**src/rtl/fp_align_if.sv**
```systemverilog
// Operand/result handshake bundle for fp_align_pipe.
// MW follows FPALIGN_GRS_EN exactly as in the datapath.
interface fp_align_if #(
    parameter int EXP_W = 8,
    parameter int MAN_W = 23
);
    localparam int W = 1 + EXP_W + MAN_W;
`ifdef FPALIGN_GRS_EN
    localparam int MW = MAN_W + 4;
`else
    localparam int MW = MAN_W + 1;
`endif

    logic             in_valid;
    logic             in_ready;
    logic [W-1:0]     a;
    logic [W-1:0]     b;
    logic             out_valid;
    logic             out_ready;
    logic             sign_a;
    logic             sign_b;
    logic [EXP_W-1:0] exponent_out;
    logic             a_larger;
    logic [MW-1:0]    aligned_a;
    logic [MW-1:0]    aligned_b;

    modport master (
        output in_valid, a, b, out_ready,
        input  in_ready, out_valid, sign_a, sign_b,
        input  exponent_out, a_larger, aligned_a, aligned_b
    );

    modport slave (
        input  in_valid, a, b, out_ready,
        output in_ready, out_valid, sign_a, sign_b,
        output exponent_out, a_larger, aligned_a, aligned_b
    );
endinterface

```
**src/rtl/fp_align_pipe.sv**
```systemverilog
// Two-stage FP operand alignment: unpack, pick max exponent, shift smaller mantissa.
// FPALIGN_GRS_EN adds guard/round/sticky bits below the mantissa.
module fp_align_pipe #(
    parameter int EXP_W = 8,
    parameter int MAN_W = 23
) (
    input  logic        clk,
    input  logic        reset,
    fp_align_if.slave   bus
);
    localparam int W = 1 + EXP_W + MAN_W;
`ifdef FPALIGN_GRS_EN
    localparam int MW = MAN_W + 4;
`else
    localparam int MW = MAN_W + 1;
`endif

    function automatic logic [MW-1:0] ext(
        input logic [EXP_W-1:0] e,
        input logic [MAN_W-1:0] m
    );
`ifdef FPALIGN_GRS_EN
        return {|e, m, 3'b000};
`else
        return {|e, m};
`endif
    endfunction

    // Distances of MW or more clear the mantissa; sticky keeps any lost one.
    function automatic logic [MW-1:0] align(
        input logic [MW-1:0]    m,
        input logic [EXP_W-1:0] d
    );
        logic [MW-1:0] r;
`ifdef FPALIGN_GRS_EN
        logic lost;
`endif
        if (int'(d) >= MW)
            r = '0;
        else
            r = m >> d;
`ifdef FPALIGN_GRS_EN
        if (int'(d) >= MW)
            lost = |m;
        else
            lost = |(m & ~({MW{1'b1}} << d));
        r[0] = r[0] | lost;
`endif
        return r;
    endfunction

    logic             s1_valid;
    logic             s1_sign_a;
    logic             s1_sign_b;
    logic [EXP_W-1:0] s1_exp_a;
    logic [EXP_W-1:0] s1_exp_b;
    logic [MW-1:0]    s1_man_a;
    logic [MW-1:0]    s1_man_b;
    logic [EXP_W-1:0] s1_diff;
    logic             s1_a_larger;

    logic             s2_valid;
    logic             s2_sign_a;
    logic             s2_sign_b;
    logic [EXP_W-1:0] s2_exp;
    logic             s2_a_larger;
    logic [MW-1:0]    s2_man_a;
    logic [MW-1:0]    s2_man_b;

    logic             s1_load;
    logic             s2_load;

    logic [EXP_W-1:0] ea;
    logic [EXP_W-1:0] eb;
    logic [EXP_W-1:0] ea_eff;
    logic [EXP_W-1:0] eb_eff;
    logic [EXP_W-1:0] diff;
    logic             a_ge;

    assign s2_load = !s2_valid || bus.out_ready;
    assign s1_load = !s1_valid || s2_load;
    assign bus.in_ready = s1_load;

    assign ea = bus.a[W-2:MAN_W];
    assign eb = bus.b[W-2:MAN_W];
    assign a_ge = ea >= eb;

    // Denormals share the minimum normal exponent for distance purposes.
    assign ea_eff = (|ea) ? ea : EXP_W'(1);
    assign eb_eff = (|eb) ? eb : EXP_W'(1);
    assign diff = a_ge ? (ea_eff - eb_eff) : (eb_eff - ea_eff);

    always_ff @(posedge clk) begin
        if (reset) begin
            s1_valid    <= 1'b0;
            s1_sign_a   <= 1'b0;
            s1_sign_b   <= 1'b0;
            s1_exp_a    <= '0;
            s1_exp_b    <= '0;
            s1_man_a    <= '0;
            s1_man_b    <= '0;
            s1_diff     <= '0;
            s1_a_larger <= 1'b0;
            s2_valid    <= 1'b0;
            s2_sign_a   <= 1'b0;
            s2_sign_b   <= 1'b0;
            s2_exp      <= '0;
            s2_a_larger <= 1'b0;
            s2_man_a    <= '0;
            s2_man_b    <= '0;
        end else begin
            if (s1_load) begin
                s1_valid <= bus.in_valid;
                if (bus.in_valid) begin
                    s1_sign_a   <= bus.a[W-1];
                    s1_sign_b   <= bus.b[W-1];
                    s1_exp_a    <= ea;
                    s1_exp_b    <= eb;
                    s1_man_a    <= ext(ea, bus.a[MAN_W-1:0]);
                    s1_man_b    <= ext(eb, bus.b[MAN_W-1:0]);
                    s1_diff     <= diff;
                    s1_a_larger <= a_ge;
                end
            end
            if (s2_load) begin
                s2_valid <= s1_valid;
                if (s1_valid) begin
                    s2_sign_a   <= s1_sign_a;
                    s2_sign_b   <= s1_sign_b;
                    s2_a_larger <= s1_a_larger;
                    if (s1_a_larger) begin
                        s2_exp   <= s1_exp_a;
                        s2_man_a <= s1_man_a;
                        s2_man_b <= align(s1_man_b, s1_diff);
                    end else begin
                        s2_exp   <= s1_exp_b;
                        s2_man_a <= align(s1_man_a, s1_diff);
                        s2_man_b <= s1_man_b;
                    end
                end
            end
        end
    end

    assign bus.out_valid    = s2_valid;
    assign bus.sign_a       = s2_sign_a;
    assign bus.sign_b       = s2_sign_b;
    assign bus.exponent_out = s2_exp;
    assign bus.a_larger     = s2_a_larger;
    assign bus.aligned_a    = s2_man_a;
    assign bus.aligned_b    = s2_man_b;
endmodule
```
**src/flat_wrapper.sv**
```systemverilog
// flat-port wrapper written by rule: the top's interface ports become plain ports
module fp_align_pipe_flat 
#(
    parameter int EXP_W = 8,
    parameter int MAN_W = 23
)
  (clk, reset, bus_in_valid, bus_a, bus_b, bus_out_ready, bus_in_ready, bus_out_valid, bus_sign_a, bus_sign_b, bus_exponent_out, bus_a_larger, bus_aligned_a, bus_aligned_b);
  fp_align_if #(.EXP_W(EXP_W), .MAN_W(MAN_W)) bus_i ();
  input  logic clk;
  input  logic reset;
  input wire logic [$bits(bus_i.in_valid)-1:0] bus_in_valid;
  input wire logic [$bits(bus_i.a)-1:0] bus_a;
  input wire logic [$bits(bus_i.b)-1:0] bus_b;
  input wire logic [$bits(bus_i.out_ready)-1:0] bus_out_ready;
  output wire logic [$bits(bus_i.in_ready)-1:0] bus_in_ready;
  output wire logic [$bits(bus_i.out_valid)-1:0] bus_out_valid;
  output wire logic [$bits(bus_i.sign_a)-1:0] bus_sign_a;
  output wire logic [$bits(bus_i.sign_b)-1:0] bus_sign_b;
  output wire logic [$bits(bus_i.exponent_out)-1:0] bus_exponent_out;
  output wire logic [$bits(bus_i.a_larger)-1:0] bus_a_larger;
  output wire logic [$bits(bus_i.aligned_a)-1:0] bus_aligned_a;
  output wire logic [$bits(bus_i.aligned_b)-1:0] bus_aligned_b;
  assign bus_i.in_valid = bus_in_valid;
  assign bus_i.a = bus_a;
  assign bus_i.b = bus_b;
  assign bus_i.out_ready = bus_out_ready;
  assign bus_in_ready = bus_i.in_ready;
  assign bus_out_valid = bus_i.out_valid;
  assign bus_sign_a = bus_i.sign_a;
  assign bus_sign_b = bus_i.sign_b;
  assign bus_exponent_out = bus_i.exponent_out;
  assign bus_a_larger = bus_i.a_larger;
  assign bus_aligned_a = bus_i.aligned_a;
  assign bus_aligned_b = bus_i.aligned_b;
  fp_align_pipe #(.EXP_W(EXP_W), .MAN_W(MAN_W)) u_core (.clk(clk), .reset(reset), .bus(bus_i));
endmodule
```
**config.mk**
```make
export PLATFORM = sky130hd
export DESIGN_NAME = fp_align_pipe_flat
export DESIGN_NICKNAME = d
export VERILOG_FILES = /design/src/rtl/fp_align_if.sv /design/src/rtl/fp_align_pipe.sv /design/src/flat_wrapper.sv
export SDC_FILE = /design/constraint.sdc
export NUM_CORES = 1
export LEC_CHECK = 0
export CORE_UTILIZATION = 44
export CTS_CLUSTER_SIZE = 14
export DETAILED_ROUTE_END_ITERATION = 6
export PLACE_DENSITY = 0.67
export SLEW_MARGIN = 20
export SYNTH_ARGS = -nofsm -noshare
export SYNTH_HDL_FRONTEND = slang
export SYNTH_SLANG_ARGS = --single-unit
```
**constraint.sdc**
```tcl
create_clock -name clk -period 6.51 [get_ports clk]
set_input_delay 1.6275 -clock clk [delete_from_list [all_inputs] [get_ports clk]]
set_output_delay 1.6275 -clock clk [all_outputs]
set_load 0.1 [all_outputs]
```
# Word level (Yosys, flattened, before mapping)
# Cells that the tools add are included.
# word_totals
register_bits	136
input_bits	68
output_inout_bits	61
elab_cells	38
# classes
shift	2
add_sub_neg	2
mux	8
n_reduce_logical	8
n_lt_le_gt_ge	2
# ops
cell	n
2-to-1 mux 24 bit	4
>> shifter 24 x 8 -> 24 bit	2
2-to-1 mux 8 bit	4
OR reduction 8 bit	2
subtractor 8 bit	2
greater-or-equal comparator 8 x 5 -> 1 bit, second input constant	1
greater-or-equal comparator 8 bit	1
AND reduction 2 bit	2
zero test 1 bit	2
logical OR 1 bit	2

# Logic depth before layout (Yosys ltp)
# Gate-level depths: netlist of run 1.
# depth
word_depth	4
ltp_mapped	14
ltp_nobuf	14

# Worst setup path before layout of run 1
# Ideal clock, no wire load.
# synth_path
path_kind	in2out
from	input port bus_out_ready
to	output port bus_in_ready
t_required_ns	4.882
arrival_time_ns	2.442
slack_ns	2.441
stages	2
path_cell_list	nor2b_1 nand2_1
# synth_via
elab_chain_cells	2
# synth_lines
element	line_no	source
start: declaration	flat_wrapper.sv:14	input wire logic [$bits(bus_i.out_ready)-1:0] bus_out_ready;
logical OR 1 bit	fp_align_pipe.sv:80	assign s2_load = !s2_valid || bus.out_ready;
logical OR 1 bit	fp_align_pipe.sv:81	assign s1_load = !s1_valid || s2_load;
end: declaration	flat_wrapper.sv:15	output wire logic [$bits(bus_i.in_ready)-1:0] bus_in_ready;
# Every way passes these cells.

# Final worst setup path of run 1
# Same ends and word-level chain as after synthesis.

==> impl_metrics.env, run 1 <==
export IMPL_synth_top_area_share_pct=32.03
export IMPL_rsz0062_at_grt="false"
export IMPL_p_switching_uw=919.1
export IMPL_cts_setup_buffers=0
export IMPL_finalHoldViolations=0
export IMPL_synth_area_top_cells="dfxtp_1 (32%), nand2_1 (10%), a21oi_1 (7.4%)"
export IMPL_startpoint_type="input port"
export IMPL_drc=0
export IMPL_clk_latency_ns=0.43
export IMPL_max_freq_mhz=192.9
export IMPL_fin_crit_ns=5.183
export IMPL_hold_class="flip-flop to flip-flop"
export IMPL_drive_gt1_share_pct=8.557
export IMPL_cts_root_buf="clkbuf_16"
export IMPL_syn_nets=1180
export IMPL_routed_wl_um=27010
export IMPL_detail_route_first_pass_iterations=7
export IMPL_tightest_slew_ns=1.089
export IMPL_internal_power_mw=1.827
export IMPL_r2r_slack_ns=3.44
export IMPL_antenna_cells=0
export IMPL_fin_worst_skew_ns=0.01109
export IMPL_final_area_mm2=0.01043
export IMPL_critical_path_class="input port to primary output"
export IMPL_num_io_pins=129
export IMPL_timing_rr_end="u_core.bus.aligned_b[1]$_SDFFE_PP0P_"
export IMPL_cts_sinks=136
export IMPL_grt_pass1_vias=7944
export IMPL_wire_per_inst_um=19.06
export IMPL_crit_fanout=5
export IMPL_ir_drop_v=0.0001909
export IMPL_tritoncts="done"
export IMPL_cts_resized=0
export IMPL_final_common_cell="nand2_1"
export IMPL_slew_violations=0
export IMPL_final_cell_mix="nand2_1 (233), dfxtp_1 (134), clkdlybuf4s50_1 (127), a21oi_1 (126), nor2_1 (70)"
export IMPL_synthDistinctLibCells=67
export IMPL_dieArea_mm2=0.01988
export IMPL_post_synth_top_area_cell="dfxtp_1"
export IMPL_power_frac_seq_pct=34.1
export IMPL_status="finished clean"
export IMPL_worstPathRequired_ns=4.88
export IMPL_setup_tns_ns=0
export IMPL_area_growth_pct=22.74
export IMPL_min_to="u_core.bus.sign_b$_SDFFE_PP0P_"
export IMPL_synth_edff_count=0
export IMPL_antenna_found_initial=0
export IMPL_nNetsFinal=1238
export IMPL_cp_slowest_cell="clkdlybuf4s50_1"
export IMPL_power_density_mw_per_mm2=263.2
export IMPL_cts_buffers=17
export IMPL_synthFlopType="dfxtp_1"
export IMPL_combPwrFrac_pct=26.0
export IMPL_die_x_um=141.0
export IMPL_clockBufferDepth=2
export IMPL_period_share_pct=79.62
export IMPL_setup_viol=0
export IMPL_path_clk_slew_ns=0.06
export IMPL_gp_congestion=0.9422
export IMPL_r2r_start="u_core.s1_diff[0]$_SDFFE_PP0P_"
export IMPL_start_util_pct=45.14
export IMPL_grt_overflow=0
export IMPL_grt_pass1_wl_um=43610
export IMPL_p_leak_nw=3.881
export IMPL_swShare_pct=33.47
export IMPL_crit_start="bus_out_ready"
export IMPL_vias=8444
export IMPL_synthArstFlopShare_pct=0
export IMPL_critPathCaptureType="primary output"
export IMPL_holdPathStages=2
export IMPL_worst_endpoint_arrival_ns=3.56
export IMPL_crit_path_frequent_cell="clkdlybuf4s50_1"
export IMPL_cap_violations=0
export IMPL_p_clk_share_pct=39.8
export IMPL_coreArea_mm2=0.01883
export IMPL_num_rows=50
export IMPL_first_iter_violations=859
export IMPL_min_from="u_core.s1_sign_b$_SDFFE_PP0P_"
export IMPL_viasPerCell=5.959
export IMPL_postSynthCellCount=1086
export IMPL_path_buf_inv=2
export IMPL_ys_seq_area_share_pct=32.03
export IMPL_ant_nets=0
export IMPL_max_slew_margin_rel_pct=27.15
export IMPL_cts_hold_buf=0
export IMPL_gr_usage_all_layers_pct=27.99
export IMPL_netlist_area_mm2=0.008501
export IMPL_path_cells="clkdlybuf4s50_1 -> nor2b_1 -> nand2_1 -> clkdlybuf4s50_1"
export IMPL_ys_ff_latch=136
export IMPL_grt_start_max_net_pins=66
export IMPL_port_buffers=128
export IMPL_r2r_cells=8
export IMPL_die_y_um=141.0
export IMPL_htree_levels=4
export IMPL_crit_family="buffers and inverters"
export IMPL_hpwl_um=18250
export IMPL_slowest_delay_ns=1.00
export IMPL_placed_area_mm2=0.009764
export IMPL_yosysWarnings=0
export IMPL_syn_area_per_cell_um2=7.827
-- cell usage after synthesis (all sizes together), types with 3 or more instances --
cell / instances
mux4: 30
o21a: 4
a22oi: 6
o221ai: 3
and3: 15
and2: 3
nor4: 5
nand3: 34
a21oi: 126
clkbuf: 71
o21ai: 42
a211o: 3
mux2i: 47
nor2b: 4
o311ai: 4
o22ai: 14
inv: 37
a32oi: 6
o2bb2ai: 4
a221o: 6
mux2: 12
a211oi: 20
nor3: 18
nand2: 235
a221oi: 12
o22a: 6
dfxtp: 136
ha: 24
a2bb2oi: 4
a31oi: 15
nor2: 73
nand2b: 7
buf: 30
-- state kept, by name (all words and copies together) (netlist names), 8 cells and up --
register / flops
u_core.s1_exp_a: 8
u_core.bus.aligned_a: 24
u_core.bus.exponent_out: 8
u_core.s1_man_a: 24
u_core.s1_diff: 8
u_core.s1_man_b: 24
u_core.s1_exp_b: 8
u_core.bus.aligned_b: 24
-- stage by stage --
| stage | setup WS, ns | total power, mW | hold slack (ns) | util (%) | std cells |
|---|---|---|---|---|---|
| after floorplan | 2.441 | 1.458 | 0.4322 | - | 1086 |
| after global placement | 1.384 | 1.655 | 0.4386 | 51.85 | 1385 |
| after detailed placement | 1.321 | 1.658 | 0.4426 | 51.85 | 1385 |
| after CTS | 1.322 | 2.751 | 0.4520 | 55.41 | 1417 |
| after global routing | 1.210 | 2.852 | 0.4702 | 55.41 | 1417 |
| final | 1.327 | 2.746 | 0.4504 | 55.41 | 1417 |
-- power groups by stage --
stage	Clock [mW]	Combinational (mW)	Sequential, mW
floorplan	0	0.399	1.06
global placement	0	0.704	0.951
detailed placement	0	0.705	0.953
CTS	1.11	0.708	0.935
global route	1.14	0.766	0.942
finish	1.09	0.715	0.937
-- logic make-up (layout without fill, tap and decap cells) --
kind of cell    count (synthesis)  after routing  synth area share [%]
compound gates                290            290                 21.34
xor+xnor                        3              3                0.3092
fa+ha+maj                      26             26                 4.004
buf+inv                       139            210                 6.962
flops                         136            136                 32.03
mux                            89             89                 15.16
simple gates                  403            403                 20.19
-- tightest hold or removal path, delay by kind of cell, from the launching register on --
kind,cells,cell delay [ns]
flops,1,0.31
simple gates,1,0.05
compound gates,1,0.05
-- how the worst max path moves through the flow --
stage                               to  cells past startpoint
after floorplan           bus_in_ready                      2
after global placement    bus_in_ready                      4
after detailed placement  bus_in_ready                      4
after CTS                 bus_in_ready                      4
after global routing      bus_in_ready                      4
final                     bus_in_ready                      4
-- per-layer routing --
layer  track usage (%)  share of wire [%]  vias up
met1             38.76                 44     3983
met3             5.740                8.7       67
met4             11.16                3.0        0
li1                  -                  -     3971
met2             42.55                 45      423
met5                 0                  0        -
-- final cells by class --
| type | instances | area (um2) |
|---|---|---|
| inverters | 38 | 142.6 |
| well taps | 260 | 325.3 |
| repair buffers | 140 | 1369 |
| multi-input cells | 811 | 5200 |
| fillers | 1768 | 8397 |
| clock inverters | 13 | 215.2 |
| clock buffers | 19 | 454.2 |
| flip-flops and latches | 136 | 2728 |
Note: power is estimated with default switching activity, not from simulation.
==> run 2, diff against run 1 <==
==> constraint.sdc (replaced) <==
create_clock -name clk -period 5.3 [get_ports clk]
set_input_delay 1.325 -clock clk [delete_from_list [all_inputs] [get_ports clk]]
set_output_delay 1.325 -clock clk [all_outputs]
set_load 0.1 [all_outputs]
==> impl_metrics.env, run 2 (synthesis gave the netlist of run 1 again) <==
export IMPL_combPwrFrac_pct=26.3
export IMPL_num_io_pins=129
export IMPL_htree_levels=4
export IMPL_routed_wl_um=27370
export IMPL_grt_start_max_net_pins=77
export IMPL_r2r_slack_ns=2.39
export IMPL_coreArea_mm2=0.01883
export IMPL_p_clk_share_pct=38.6
export IMPL_slew_violations=0
export IMPL_port_buffers=128
export IMPL_r2r_cells=7
export IMPL_drc=0
export IMPL_nFillCells=1761
export IMPL_detail_route_first_pass_iterations=6
export IMPL_min_from="u_core.s1_exp_a[0]$_SDFFE_PP0P_"
export IMPL_clk_latency_ns=0.43
export IMPL_hold_class="flip-flop to flip-flop"
export IMPL_grt_pass1_wl_um=43680
export IMPL_grt_pass1_vias=7953
export IMPL_fin_worst_skew_ns=0.01399
export IMPL_worst_endpoint_arrival_ns=2.48
export IMPL_swShare_pct=34.52
export IMPL_grt_overflow=0
export IMPL_first_iter_violations=938
export IMPL_setup_tns_ns=0
export IMPL_period_share_pct=71.76
export IMPL_gr_usage_all_layers_pct=28.07
export IMPL_clockBufferDepth=2
export IMPL_finalHoldViolations=0
export IMPL_wire_per_inst_um=19.33
export IMPL_worstPathRequired_ns=3.97
export IMPL_wl_met3_um=2564
export IMPL_final_cell_mix="nand2_1 (233), dfxtp_1 (134), a21oi_1 (126), clkdlybuf4s50_1 (126), nor2_1 (70)"
export IMPL_die_x_um=141.0
export IMPL_area_growth_pct=22.24
export IMPL_cts_hold_buf=0
export IMPL_ant_nets=0
export IMPL_wl_met2_um=12400
export IMPL_viasPerCell=5.976
export IMPL_tightest_slew_ns=1.077
export IMPL_tritoncts="done"
export IMPL_power_mw=3.313
export IMPL_drive_gt1_share_pct=8.564
export IMPL_nNetsFinal=1237
export IMPL_hpwl_um=18960
export IMPL_fin_crit_ns=3.803
export IMPL_r2r_start="u_core.s1_diff[7]$_SDFFE_PP0P_"
export IMPL_max_slew_margin_rel_pct=27.97
export IMPL_cap_violations=0
export IMPL_max_freq_mhz=262.9
export IMPL_routed_top_layer="met4"
export IMPL_startpoint_type="input port"
export IMPL_gp_congestion=0.9279
export IMPL_p_leak_nw=3.861
export IMPL_rsz0062_at_grt="false"
export IMPL_setup_viol=0
export IMPL_internal_power_mw=2.170
export IMPL_timing_rr_end="u_core.bus.aligned_b[23]$_SDFFE_PP0P_"
export IMPL_ir_drop_v=0.0002325
export IMPL_final_common_cell="nand2_1"
export IMPL_die_y_um=141.0
export IMPL_path_clk_slew_ns=0.06
export IMPL_antenna_found_initial=0
export IMPL_num_rows=50
export IMPL_antenna_cells=0
export IMPL_cts_resized=0
export IMPL_power_density_mw_per_mm2=318.8
export IMPL_cts_buffers=17
export IMPL_holdPathStages=2
export IMPL_cts_sinks=136
export IMPL_start_util_pct=45.14
export IMPL_vias=8462
export IMPL_cts_root_buf="clkbuf_16"
export IMPL_power_frac_seq_pct=35.0
export IMPL_cts_setup_buffers=0
export IMPL_dieArea_mm2=0.01988
export IMPL_min_to="u_core.s1_exp_a[0]$_SDFFE_PP0P_"
export IMPL_critPathCaptureType="primary output"
export IMPL_crit_fanout=5
export IMPL_status="finished clean"
export IMPL_p_switching_mw=1.144
export IMPL_wl_met1_um=11740
export IMPL_critical_path_class="input port to primary output"
[run 2: changes by cell type in the layout (fill, tap and decap cells not counted), sizes merged]
cell	delta
bufinv	-1
clkdlybuf4s50	-1
clkbuf	-1
inv	+2
[run 2: routing by layer]
layer | global-route usage [%] | up-vias
li1 | - | 3973
met1 | 37.39 | 3980
met2 | 44.10 | 448
met3 | 6.793 | 61
met4 | 10.30 | 0
met5 | 0 | -
[run 2: metrics by stage]
stage	std cells	hold WS [ns]	worst slack, ns	utilization (%)	area (um2)
floorplan	1086	0.4322	1.836	-	8501
global placement	1384	0.4379	1.168	51.87	9767
detailed placement	1384	0.4459	1.089	51.87	9767
CTS	1416	0.4551	1.490	55.18	10390
global route	1416	0.4698	1.250	55.18	10390
finish	1416	0.4558	1.497	55.18	10390
[run 2: worst max-delay path by stage]
stage | cells past startpoint | to | start
floorplan | 2 | bus_in_ready | bus_out_ready
global placement | 14 | u_core.s1_diff[6]$_SDFFE_PP0P_ | bus_b[27]
detailed placement | 14 | u_core.s1_diff[6]$_SDFFE_PP0P_ | bus_b[27]
CTS | 4 | bus_in_ready | bus_out_ready
global route | 14 | u_core.s1_diff[6]$_SDFFE_PP0P_ | bus_b[26]
finish | 4 | bus_in_ready | bus_out_ready
[run 2: power by group through the flow]
stage | registers (mW) | logic (mW) | clock network, mW
floorplan | 1.30 | 0.491 | 0
global placement | 1.18 | 0.858 | 0
detailed placement | 1.18 | 0.859 | 0
CTS | 1.16 | 0.863 | 1.29
global route | 1.17 | 0.931 | 1.34
finish | 1.16 | 0.873 | 1.28
[run 2: final cells by class]
class                   count  area, um2  share of cell area, %
flip-flops and latches    136       2728                  26.25
clock inverters            14      195.2                  1.878
well taps                 260      325.3                  3.131
inverters                  38      142.6                  1.373
multi-input cells         811       5200                  50.04
repair buffers            139       1371                  13.20
clock buffers              18      429.2                  4.130
[run 2: critical path, stage by stage]
cell	delay, ns
clkdlybuf4s50_1	0.40
nor2b_1	0.33
nand2_1	0.16
buf_4	0.26
==> run 3, diff against run 2 <==
==> constraint.sdc (replaced) <==
create_clock -name clk -period 3.9 [get_ports clk]
set_input_delay 0.975 -clock clk [delete_from_list [all_inputs] [get_ports clk]]
set_output_delay 0.975 -clock clk [all_outputs]
set_load 0.1 [all_outputs]
==> impl_metrics.env, run 3 (synthesis gave the netlist of run 1 again) <==
export IMPL_critical_path_class="input port to flip-flop"
export IMPL_crit_family="compound AO/OA/AOI/OAI gates"
export IMPL_r2r_cells=6
export IMPL_cp_slowest_cell="clkdlybuf4s50_1"
export IMPL_die_y_um=141.0
export IMPL_status="finished, violations left"
export IMPL_num_io_pins=129
export IMPL_final_common_cell="nand2_1"
export IMPL_detail_route_first_pass_iterations=7
export IMPL_setup_viol=0
export IMPL_num_rows=50
export IMPL_antenna_found_initial=0
export IMPL_port_buffers=128
export IMPL_cts_hold_buf=0
export IMPL_cts_buffers=17
export IMPL_start_util_pct=45.14
export IMPL_slew_violations=0
export IMPL_power_density_mw_per_mm2=420.4
export IMPL_dieArea_mm2=0.01988
export IMPL_grt_start_max_net_pins=50
export IMPL_grt_pass1_wl_um=43730
export IMPL_vias=8396
export IMPL_drc=1
export IMPL_ir_drop_v=0.0003604
export IMPL_wire_per_inst_um=19.17
export IMPL_htree_levels=4
export IMPL_rsz0062_at_grt="false"
export IMPL_gp_congestion=0.9482
export IMPL_routed_wl_um=27520
export IMPL_path_clk_slew_ns=0.07
export IMPL_violations="DRC"
export IMPL_hold_class="flip-flop to flip-flop"
export IMPL_antenna_cells=0
export IMPL_p_leak_nw=3.941
export IMPL_cap_violations=0
export IMPL_cts_sinks=136
export IMPL_slowest_delay_ns=0.48
export IMPL_first_iter_violations=748
export IMPL_nFillCells=1788
export IMPL_coreArea_mm2=0.01883
export IMPL_grt_overflow=0
export IMPL_critical_path_depth=14
export IMPL_fin_crit_ns=3.317
export IMPL_cts_setup_buffers=0
export IMPL_max_freq_mhz=301.5
export IMPL_tightest_slew_ns=1.037
export IMPL_gr_usage_all_layers_pct=28.30
export IMPL_fin_worst_skew_ns=0.01052
export IMPL_final_cell_mix="nand2_1 (233), dfxtp_1 (134), a21oi_1 (126), clkdlybuf4s50_1 (122), nor2_1 (70)"
export IMPL_cts_root_buf="clkbuf_16"
export IMPL_startpoint_type="input port"
export IMPL_finalHoldViolations=0
export IMPL_hpwl_um=19290
export IMPL_clockBufferDepth=2
export IMPL_holdPathStages=2
export IMPL_viasPerCell=5.847
export IMPL_setup_tns_ns=0
export IMPL_path_buf_inv=3
export IMPL_power_mw=4.415
export IMPL_r2r_slack_ns=1.28
export IMPL_max_slew_margin_rel_pct=30.62
export IMPL_period_share_pct=85.05
export IMPL_clk_latency_ns=0.43
export IMPL_die_x_um=141.0
export IMPL_critPathCaptureType="flip-flop"
export IMPL_path_cells="clkdlybuf4s50_1 -> nor4_1 -> a21oi_1 -> inv_1 -> ha_1 -> inv_1 -> fa_1 -> a21oi_1 -> o21a_1 -> nor2_1 -> o211ai_1 -> nand2_1 -> mux2i_1 -> nand2_1"
export IMPL_ant_nets=0
export IMPL_worst_endpoint_arrival_ns=3.64
export IMPL_cts_resized=0
export IMPL_worstPathRequired_ns=4.23
export IMPL_grt_pass1_vias=7855
export IMPL_nNetsFinal=1257
export IMPL_area_growth_pct=23.54
export IMPL_tritoncts="done"
export IMPL_drive_gt1_share_pct=10.54
export IMPL_crit_fanout=4
-- run 3: worst reg2reg max path, cell delays in order (launching register included) --
cell and delay, ns:
dfxtp_4 0.72, mux4_2 0.67, and2_4 0.20, o21ai_0 0.39, mux2i_1 0.16, a221oi_1 0.29
nor2_1 0.08
-- run 3: cell type report --
class / count / area [um2] / share of cell area, %
clock inverter: 15 / 156.4 / 1.489
clock buffer: 17 / 425.4 / 4.051
inverter: 38 / 142.6 / 1.358
multi-input combinational: 811 / 5200 / 49.52
tap: 260 / 325.3 / 3.098
timing repair buffer: 159 / 1524 / 14.51
sequential: 136 / 2728 / 25.97
-- run 3: power by group --
part / switching (mW) / total [mW] / internal (mW) / leakage, nW
Combinational: 0.790 / 1.21 / 0.421 / 2.55
Clock: 0.724 / 1.63 / 0.905 / 0.278
Sequential: 0.106 / 1.58 / 1.47 / 1.12
-- run 3: final timing paths --
kind,startpoint,to
setup / recovery,bus_b[23],u_core.s1_diff[6]$_SDFFE_PP0P_
hold / removal,u_core.s1_exp_b[7]$_SDFFE_PP0P_,u_core.s1_exp_b[7]$_SDFFE_PP0P_
setup reg to reg,u_core.s1_diff[0]$_SDFFE_PP0P_,u_core.bus.aligned_b[9]$_SDFFE_PP0P_
hold reg to reg,u_core.s1_exp_b[7]$_SDFFE_PP0P_,u_core.s1_exp_b[7]$_SDFFE_PP0P_
-- run 3: layer usage --
metal  vias up  routed length [um]  share of wire, %  GRT usage, %
met3        49                2256               8.2         7.337
met5         -                   0                 0             0
li1       4016                   -                 -             -
met4         0                 501               1.8         8.009
met1      3951               12190                44         38.43
met2       380               12580                46         44.28
-- run 3: through the flow --
stage	std cells	util [%]	setup slack (ns)	hold slack, ns	area, um2
2_1_floorplan	1086	-	0.7640	0.4322	8501
3_3_place_gp	1404	52.68	0.1550	0.4378	9920
3_5_place_dp	1404	52.68	0.1382	0.4472	9920
5_1_grt	1436	55.77	0.3759	0.4808	10500
4_1_cts	1436	55.77	0.5853	0.4582	10500
6_report	1436	55.77	0.5830	0.4527	10500
